--- src/rtl/cache_fill_controller.sv ---
// Cache fill controller: sequences a direct-mapped, 4-column data cache
// between the CPU and a burst memory port. Read hits are served from the
// cache. Read misses fetch the whole line as a 4-word burst and fill the
// cache column by column. Writes are write-through with no allocate on miss.
module cache_fill_controller #(
    parameter int COLUMN_IX_BITWIDTH = 2,
    parameter int ZEROS_BITWIDTH     = 2
) (
    input  logic        clk,
    input  logic        rst,
    input  logic [31:0] cpu_address,
    input  logic        cpu_read,
    input  logic        cpu_write,
    input  logic [31:0] cpu_wdata,
    output logic [31:0] cpu_rdata,
    output logic        cpu_ready,
    output logic [31:0] cache_address,
    output logic [31:0] cache_data_in,
    output logic        cache_write_enable,
    input  logic [31:0] cache_data_out,
    input  logic        cache_data_out_valid,
    output logic        mem_cmd_valid,
    input  logic        mem_cmd_ready,
    output logic        mem_cmd_write,
    output logic [31:0] mem_address,
    output logic [31:0] mem_wdata,
    input  logic [31:0] mem_rdata,
    input  logic        mem_rdata_valid,
    input  logic        mem_write_done
);

    localparam int COL_LO  = ZEROS_BITWIDTH;
    localparam int COL_HI  = ZEROS_BITWIDTH + COLUMN_IX_BITWIDTH - 1;
    localparam int LINE_LO = COL_HI + 1;
    localparam int OFS_W   = COLUMN_IX_BITWIDTH + ZEROS_BITWIDTH;

    localparam logic [2:0] IDLE       = 3'd0;
    localparam logic [2:0] LOOKUP     = 3'd1;
    localparam logic [2:0] FILL_CMD   = 3'd2;
    localparam logic [2:0] FILL       = 3'd3;
    localparam logic [2:0] WRITE_CMD  = 3'd4;
    localparam logic [2:0] WRITE_WAIT = 3'd5;

    logic [2:0]                    state;
    logic [31:0]                   addr_q;
    logic [31:0]                   wdata_q;
    logic                          is_write_q;
    logic [COLUMN_IX_BITWIDTH-1:0] beat;

    logic        req_accept;
    logic        last_beat;
    logic [31:0] line_addr;
    logic [31:0] fill_addr;

    // A request is taken only in IDLE and never in the completion cycle,
    // because the CPU still holds its request level while cpu_ready is high.
    assign req_accept = (state == IDLE) && !cpu_ready && (cpu_read || cpu_write);
    assign last_beat  = (beat == {COLUMN_IX_BITWIDTH{1'b1}});
    assign line_addr  = {addr_q[31:LINE_LO], {OFS_W{1'b0}}};
    assign fill_addr  = {addr_q[31:LINE_LO], beat, {ZEROS_BITWIDTH{1'b0}}};

    // Transaction sequencing: request latch, hit/miss decision, burst
    // counting and the registered CPU completion pulse.
    always_ff @(posedge clk or posedge rst) begin
        if (rst) begin
            state      <= IDLE;
            addr_q     <= '0;
            wdata_q    <= '0;
            is_write_q <= 1'b0;
            beat       <= '0;
            cpu_ready  <= 1'b0;
            cpu_rdata  <= '0;
        end else begin
            cpu_ready <= 1'b0;
            case (state)
                IDLE: begin
                    if (req_accept) begin
                        addr_q     <= cpu_address;
                        wdata_q    <= cpu_wdata;
                        is_write_q <= cpu_write;
                        state      <= LOOKUP;
                    end
                end
                LOOKUP: begin
                    if (is_write_q) begin
                        state <= WRITE_CMD;
                    end else if (cache_data_out_valid) begin
                        cpu_rdata <= cache_data_out;
                        cpu_ready <= 1'b1;
                        state     <= IDLE;
                    end else begin
                        state <= FILL_CMD;
                    end
                end
                FILL_CMD: begin
                    if (mem_cmd_ready) begin
                        beat  <= '0;
                        state <= FILL;
                    end
                end
                FILL: begin
                    if (mem_rdata_valid) begin
                        // The requested word goes straight to the CPU, so the
                        // cache does not have to be read again after the fill.
                        if (beat == addr_q[COL_HI:COL_LO]) begin
                            cpu_rdata <= mem_rdata;
                        end
                        beat <= beat + 1'b1;
                        if (last_beat) begin
                            cpu_ready <= 1'b1;
                            state     <= IDLE;
                        end
                    end
                end
                WRITE_CMD: begin
                    if (mem_cmd_ready) begin
                        state <= WRITE_WAIT;
                    end
                end
                WRITE_WAIT: begin
                    if (mem_write_done) begin
                        cpu_ready <= 1'b1;
                        state     <= IDLE;
                    end
                end
                default: state <= IDLE;
            endcase
        end
    end

    // Cache and memory port drive decoded from the state. The cache address
    // follows the CPU directly in IDLE so the tag/data lookup is already
    // valid in the LOOKUP cycle; commands are state-decoded so their fields
    // cannot change while waiting for acceptance.
    always_comb begin
        cache_address      = addr_q;
        cache_data_in      = '0;
        cache_write_enable = 1'b0;
        mem_cmd_valid      = 1'b0;
        mem_cmd_write      = 1'b0;
        mem_address        = '0;
        mem_wdata          = '0;
        case (state)
            IDLE: begin
                if (req_accept) begin
                    cache_address = cpu_address;
                end
            end
            LOOKUP: begin
                // Write hit updates the cached word; a write miss leaves the
                // cache untouched (no allocate).
                if (is_write_q && cache_data_out_valid) begin
                    cache_data_in      = wdata_q;
                    cache_write_enable = 1'b1;
                end
            end
            FILL_CMD: begin
                mem_cmd_valid = 1'b1;
                mem_address   = line_addr;
            end
            FILL: begin
                cache_address      = fill_addr;
                cache_data_in      = mem_rdata;
                cache_write_enable = mem_rdata_valid;
            end
            WRITE_CMD: begin
                mem_cmd_valid = 1'b1;
                mem_cmd_write = 1'b1;
                mem_address   = addr_q;
                mem_wdata     = wdata_q;
            end
            default: ;
        endcase
    end

endmodule

--- config.mk ---
export PLATFORM = sky130hd
export DESIGN_NAME = cache_fill_controller
export DESIGN_NICKNAME = d
export VERILOG_FILES = /design/src/rtl/cache_fill_controller.sv
export SDC_FILE = /design/constraint.sdc
export NUM_CORES = 1
export LEC_CHECK = 0
export ABC_AREA = 1
export BUFFER_PORTS_ARGS = -buffer_cell sky130_fd_sc_hd__buf_2
export CORE_ASPECT_RATIO = 0.5
export CORE_MARGIN = 8
export CORE_UTILIZATION = 48
export DETAILED_ROUTE_END_ITERATION = 6
export PLACE_DENSITY = 0.94
export SLEW_MARGIN = 0
export SYNTH_ARGS = -nofsm -noshare
export SYNTH_HDL_FRONTEND = slang
export SYNTH_SLANG_ARGS = --single-unit
--- constraint.sdc ---
create_clock -name clk -period 4.2 [get_ports clk]
set_input_delay 0.21 -clock clk [delete_from_list [all_inputs] [get_ports clk]]
set_output_delay 0.21 -clock clk [all_outputs]
set_load 0.02 [all_outputs]
=== Word level (Yosys, flattened, before mapping) ===
Index checks and enable logic that the tools add are counted.

* Equality and inequality tests: 16
* Mux-type cells: 33
* Reduce and logical (&&, ||, !) cells: 13
* Add/subtract/negate cells: 1

{| class="wikitable"
|+ Operator list
! kind !! count
|-
| $pmux W32 S2 || 4
|-
| $mux W32 || 7
|-
| $mux W3 || 7
|-
| $ne A2 B2 Y1 const B || 9
|-
| $pmux W3 S6 || 1
|-
| $mux W1 || 8
|-
| $eq A3 B2 Y1 const B || 2
|-
| $eq A3 B3 Y1 const B || 2
|-
| $mux W2 || 3
|-
| $reduce_and A6 Y1 || 1
|-
| $reduce_and A5 Y1 || 1
|-
| $pmux W2 S2 || 1
|-
| $reduce_bool A2 Y1 || 2
|-
| $eq A3 B1 Y1 const B || 1
|-
| $logic_and A1 B1 Y1 || 3
|-
| $logic_not A3 Y1 || 1
|-
| $pmux W1 S3 || 1
|-
| $reduce_and A3 Y1 || 1
|-
| $add A2 B1 Y2 const B || 1
|-
| $eq A2 B2 Y1 || 1
|-
| $eq A2 B2 Y1 const B || 1
|-
| $pmux W1 S2 || 1
|-
| $reduce_and A2 Y1 || 1
|-
| $reduce_or A2 Y1 || 1
|-
| other kinds (2) || 2
|}

* Output and inout bits: 164
* Input bits: 136
* Flip-flop bits (word level): 103

=== Logic depth before layout (Yosys ltp) ===
Gate-level depths: netlist of the first run.

* Depth in word-level cells: 5
* Depth in mapped cells: 9
* Mapped depth without buffers: 8

=== Worst setup path after synthesis of the first run ===
OpenSTA, ideal clock, no wires.

* Kind: register to output
* From: reg state[2]
* To: out cache_data_in[10]
* Arrival time: 1586 ps
* Data required time: 3990 ps
* Cell stages (with the launch flop): 7
* Path slack: 2404 ps
* Path buffers: 1
* Path through: dfrtp_1 inv_2 nand2_1 nor2_1 nand3_1 clkbuf_1 o21ai_0

* Word-level cells in the longest chain between the ends: 2

{| class="wikitable"
|+ RTL lines
! what !! line !! text
|-
| start: declaration || 44 || <nowiki>logic [2:0] state;</nowiki>
|-
| start signal: assignment || 66 || <nowiki>state <= IDLE;</nowiki>
|-
| start signal: assignment || 81 || <nowiki>state <= LOOKUP;</nowiki>
|-
| start signal: assignment || 86 || <nowiki>state <= WRITE_CMD;</nowiki>
|-
| $eq A3 B2 Y1 or $eq A3 B1 Y1 (tied branches) || 143 || <nowiki>case (state)</nowiki>
|-
| $pmux W32 S2 (*) || 143 ||
|-
| end: declaration || 18 || <nowiki>output logic [31:0] cache_data_in,</nowiki>
|}

Mark *: on every way between the ends. The rest lies on a longest branch, timed or not.

=== Final worst setup path of the first run ===
* From: reg state[2]
* To: out cache_data_in[28]

Same word-level chain as after synthesis.

==> impl_metrics.yaml, run 1 <==
status:
  status: "finished, final reports clean"
synth:
  syn_nets: 873
  postSynthAreaPerCell_um2: 7.23
  synth_area_leaders: "dfrtp_1 48%, nand2_1 17%, o21ai_0 11%, inv_1 6.0%, nor2_1 5.1%"
  netlist_area_um2: 5320
  synth-edff-count: 0
  synth_compound_area_frac: 0.136
  synth_top_area_cell: "dfrtp_1"
  ys_seq_area_frac: 0.484
  yosys_warnings: 0
  synthTopCellsByCount: "234 x nand2_1, 120 x o21ai_0, 103 x dfrtp_1"
  ys_ff_latch: 103
  synthCells: 736
  synth_xor_area_frac: 0.00165
  synthDistinctLibCells: 24
  synth-simple-area-share: 0.270
  synth.most_common_cell: "nand2_1"
  synth_top_family_by_area: "simple AND/OR/NAND/NOR gates"
  yosysTopAreaCellShare: 0.484
  synthFlopType: "dfrtp_1"
  synthAdderAreaFrac: 0.00235
  muxShareOfSynthArea: 0.00188
  async_flop_share: 1.00
die:
  num_rows: 27
  die_y_um: 90.5
  ioPinCount: 300
  die_area_um2: 14900
  core_region_area_um2: 10900
  die_w_um: 165
  initial_core_util: 0.488
critical_path:
  crit_family: "simple AND/OR/NAND/NOR gates"
  timing.rr.end: "cpu_rdata[23]$_DFFE_PP0P_"
  path_depth: 6
  reg2reg_depth: 8
  critical_path_class: "register to output port"
  crit_slowest_cell: "nand3_1"
  cp_max_fo: 33
  path_cells: "inv_2 > nand2_1 > nor2_1 > nand3_1 > o21ai_0 > buf_2"
  cp-end-kind: "output port"
  worstPathArrival_ps: 2830
  worstPathRequired_ps: 3990
  start_kind: "register"
  regToRegStartpoint: "state[1]$_DFFE_PP0P_"
  crit_buf_inv: 2
  slowest_delay_ps: 860
  reg2reg_slack_ps: 1680
clock_tree:
  tritoncts: "done"
  post_cts_buffers: 0
  cts_resized: 0
  h-tree-depth: 3
  insertion_delay_ps: 340
  holdBufCountCts: 0
  clock_sinks: 103
  cts-root-buf: "clkbuf_16"
  clk_pin_slew_ps: 70
  cts_buffers: 9
  clock_path_buffers: 2
timing:
  fin_crit_ps: 3040
  hold_viol: 0
  fmax_mhz: 329
  slew-limit-headroom: 0.202
  fin_ws_ps: 1160
  worstMarginPinSlew_ps: 1190
  setup_viol: 0
  fin_tns_setup_ps: 0
  rsz0062_at_grt: "false"
  maxSlewViolCount: 0
  finClkSkew_ps: 4.53
  fin_crit_sh: 0.724
power_and_ir_drop:
  power.leakage_nw: 4.24
  powerDensity_nw_per_um2: 794
  ir_drop_mv: 0.447
flow_run:
  cap_violations: 0
placed_design:
  placed_cell_area_um2: 6840
  gp_congestion: 0.962
  port_buffers: 299
  dp_worst_setup_slack_ps: 1560
  hpwl_um: 13900
routing:
  dr.first_iter.drc_count: 503
  first_pass_iters: 5
  ant_nets: 0
  wl_um: 18300
  wire_per_inst_um: 15.7
  drcViolationCount: 0
  num_vias: 5902
  viasPerCell: 5.09
global_route:
  grt_use_total: 0.242
  grt_max_degree: 155
  grt_pass1_vias: 5920
  grt_pass1_wl_um: 29300
  antenna_found_initial: 2
  overflow: 0
finish:
  syn_to_final_growth_pct: 33.9
  stdcell_area_um2: 7130
  drive_gt1_frac: 0.325
  fin_nets: 1146
min_path:
  min-delay-path-class: "input port to asynchronous set/reset pin"
## layer usage
metal | global-route usage | part of all wire | wire, um
met2 | 0.436 | 0.51 | 9320
met3 | 0.0632 | 0.082 | 1500
met1 | 0.273 | 0.38 | 6950
met5 | 0 | 0.00071 | 13
met4 | 0.0782 | 0.027 | 484
## sequential cells by signal, summed over array words and instances, names as in the netlist
signal,flops
cpu_ready,1
beat,2
is_write_q,1
state,3
cpu_rdata,32
wdata_q,32
addr_q,32
## logic make-up after synthesis
kind of cell | after synthesis
AO/OA/AOI/OAI | 141
XOR/XNOR | 1
adder cells (fa/ha/maj) | 1
buffers and inverters | 131
flip-flops | 103
multiplexers | 1
AND/OR/NAND/NOR | 358
## cell usage in the layout (no fill, tap or decap)
cell type	instances
o22ai_1	10
o221ai_1	1
clkinvlp_4	2
nor2_4	1
nand2_2	1
nand2_1	234
nor3_4	1
buf_12	1
buf_2	299
inv_4	1
diode_2	1
dfrtp_1	103
nand3_1	44
clkbuf_16	9
nand3_2	1
inv_1	84
mux2i_1	1
a21oi_2	1
o21ai_1	8
clkinv_4	1
nor2_1	73
inv_2	3
a21oi_1	1
o21ai_0	120
ha_1	1
clkbuf_8	1
nand4_1	3
xnor2_1	1
inv_6	3
buf_4	5
## power breakdown
part | switching (mW) | internal, mW | leakage [nW]
Combinational | 2.26 | 0.907 | 2.83
Sequential | 0.206 | 1.48 | 1.28
Clock | 0.385 | 0.426 | 0.136
Total | 2.85 | 2.81 | 4.24
## final cells by class
class / count / area, um^2
inverter: 88 / 333
tap: 145 / 181
multi-input combinational: 502 / 2190
clock inverter: 6 / 50.0
timing repair buffer: 305 / 1550
antenna: 1 / 2.50
sequential: 103 / 2580
fill: 942 / 3780
clock buffer: 10 / 239
## through the flow
step	total power [mW]	util	instances	hold slack, ps
final	5.66	0.653	1160	12.4
after global routing	6.11	0.653	1160	59.9
after floorplan	3.85	-	736	331
after CTS	5.70	0.653	1159	54.6
after global placement	4.75	0.627	1143	413
after detailed placement	4.87	0.627	1143	421
## worst max path at each step
| stage | from | endpoint | slack, ps |
|---|---|---|---|
| 2_1_floorplan | rst | addr_q[0]$_DFFE_PP0P_ | 1290 |
| 3_3_place_gp | state[2]$_DFFE_PP0P_ | cache_data_in[10] | 1750 |
| 3_5_place_dp | state[2]$_DFFE_PP0P_ | cache_data_in[16] | 1560 |
| 4_1_cts | state[2]$_DFFE_PP0P_ | cache_data_in[16] | 1180 |
| 5_1_grt | state[2]$_DFFE_PP0P_ | cache_data_in[16] | 900 |
| 6_report | state[2]$_DFFE_PP0P_ | cache_data_in[28] | 1160 |
No activity file was read; power rests on OpenSTA's default activity.
==> run 2, diff against run 1 <==
CORE_UTILIZATION = 45   (was 48)
PLACE_DENSITY = 0.89   (was 0.94)
clock period = 3.2 ns   (was 4.2 ns; I/O delays follow)
==> impl_metrics.yaml, run 2 (synthesis gave the netlist of run 1 again) <==
finish:
  utilization: 0.614
  diodes: 0
  mostFrequentLayoutCells: "299 x buf_2, 234 x nand2_1, 120 x o21ai_0"
  regArea_um2: 2580
  layout_commonest_cell: "buf_2"
  fin_nets: 1148
  multi_input_area_um2: 2190
  final_cell_count_no_fill: 1181
  num-fill-cells: 1050
  syn_to_final_growth_pct: 34.6
  stdcell_area_um2: 7170
  largestRegisters: "addr_q x32, cpu_rdata x32, wdata_q x32"
  drive_gt1_frac: 0.327
placed_design:
  placed_cell_area_um2: 6880
  dp_cells: 1165
  port_buffers: 299
  hpwl_um: 15000
  gp_congestion: 0.996
routing:
  drcViolationCount: 0
  ant_nets: 0
  num_vias: 5930
  wl_um: 19200
  first_pass_iters: 6
  wire_per_inst_um: 16.2
  viasPerCell: 5.02
  dr.first_iter.drc_count: 600
die:
  ioPinCount: 300
  initial_core_util: 0.456
  num_rows: 28
  die_w_um: 170
  core_region_area_um2: 11700
  die_area_um2: 15800
  die_y_um: 92.9
timing:
  rsz0062_at_grt: "false"
  worstMarginPinSlew_ps: 1030
  fmax_mhz: 383
  finClkSkew_ps: 11.2
  maxSlewViolCount: 0
  fin_tns_setup_ps: 0
  setup_viol: 0
  fin_crit_sh: 0.816
  hold_viol: 0
  slew-limit-headroom: 0.314
  fin_crit_ps: 2610
critical_path:
  crit_buf_inv: 2
  slowest_delay_ps: 580
  cp-end-kind: "output port"
  path_cells: "nand3_2 > inv_2 > nand2_1 > o21ai_0 > buf_2"
  start_kind: "register"
  crit_slowest_cell: "inv_2"
  critical_path_class: "register to output port"
  worstPathRequired_ps: 3040
  cp_max_fo: 30
  worstPathArrival_ps: 2450
  crit_family: "buffers and inverters"
power_and_ir_drop:
  p_sw_mw: 3.83
  switching_share: 0.510
  ir_drop_mv: 0.612
  power.leakage_nw: 4.25
  combPwrFrac: 0.564
  pwr-share-seq: 0.293
  p_int_mw: 3.68
  powerDensity_nw_per_um2: 1050
  clkPwrFrac: 0.143
global_route:
  overflow: 0
  grt_pass1_vias: 5660
  grt_max_degree: 124
  grt_pass1_wl_um: 29200
  antenna_found_initial: 1
  grt_use_total: 0.233
min_path:
  min-delay-path-class: "input port to register"
clock_tree:
  insertion_delay_ps: 340
  cts_resized: 0
  holdBufCountCts: 0
  clock_path_buffers: 2
  tritoncts: "done"
  clock_sinks: 103
  post_cts_buffers: 0
  h-tree-depth: 3
  cts-root-buf: "clkbuf_16"
  clk_pin_slew_ps: 80
  cts_buffers: 9
status:
  status: "finished, final reports clean"
flow_run:
  cap_violations: 0
## run 2: cell count changes in the layout (fill, tap and decap cells not counted)
cell | before | now
inv_8 | 0 | 3
buf_4 | 5 | 7
inv_6 | 3 | 1
clkbuf_8 | 1 | 0
clkinv_2 | 0 | 1
clkinv_4 | 1 | 0
diode_2 | 1 | 0
## run 2: final cells by class
type	instances	share of cell area
Clock buffer	9	0.0314
Clock inverter	7	0.00873
Inverter	88	0.0464
Multi-Input combinational cell	502	0.306
Sequential cell	103	0.360
Tap cell	165	0.0288
Timing Repair Buffer	307	0.219
## run 2: through the flow
| stage | worst slack (ps) | hold WS (ps) | power (mW) |
|---|---|---|---|
| final | 590 | 22.1 | 7.51 |
| after global routing | 401 | 20.9 | 8.07 |
| after CTS | 624 | 12.5 | 7.54 |
| after detailed placement | 700 | 373 | 6.45 |
| after global placement | 871 | 369 | 6.30 |
| after floorplan | 336 | 281 | 5.05 |
## run 2: path summary, 6_finish.rpt
kind                       cells after the start                         to                 startpoint  slack [ps]
setup / recovery                               5          cache_data_in[10]       state[0]$_DFFE_PP0P_         590
hold / removal                                 3    wdata_q[17]$_DFFE_PP0P_              cpu_wdata[17]          20
setup reg to reg                               7  cpu_rdata[20]$_DFFE_PP0P_       state[0]$_DFFE_PP0P_         670
hold reg to reg                                2  cpu_rdata[10]$_DFFE_PP0P_  cpu_rdata[10]$_DFFE_PP0P_         470
max in group asynchronous                      3      addr_q[5]$_DFFE_PP0P_                        rst        2280
min in group asynchronous                      2     addr_q[28]$_DFFE_PP0P_                        rst          80
## run 2: layer usage
layer	up-vias	wire length (um)	global-route usage
li1	2863	-	-
met1	2740	7550	0.286
met2	281	9600	0.401
met3	44	1530	0.0581
met4	2	480	0.0695
met5	-	10	0
## run 2: power groups by stage
| stage | sequential, mW | clock, mW | combinational, mW |
|---|---|---|---|
| 2_1_floorplan | 2.42 | 0 | 2.63 |
| 3_3_place_gp | 2.20 | 0 | 4.10 |
| 3_5_place_dp | 2.23 | 0 | 4.22 |
| 4_1_cts | 2.21 | 1.10 | 4.24 |
| 5_1_grt | 2.27 | 1.15 | 4.65 |
| 6_report | 2.20 | 1.07 | 4.24 |
## run 2: worst reg2reg max path, stage by stage (launching register included)
cell	delay, ps
dfrtp_1	540
nand3_2	420
inv_2	590
nand3_1	150
nand2_1	120
nand2_2	340
nand2_1	180
nand2_1	70
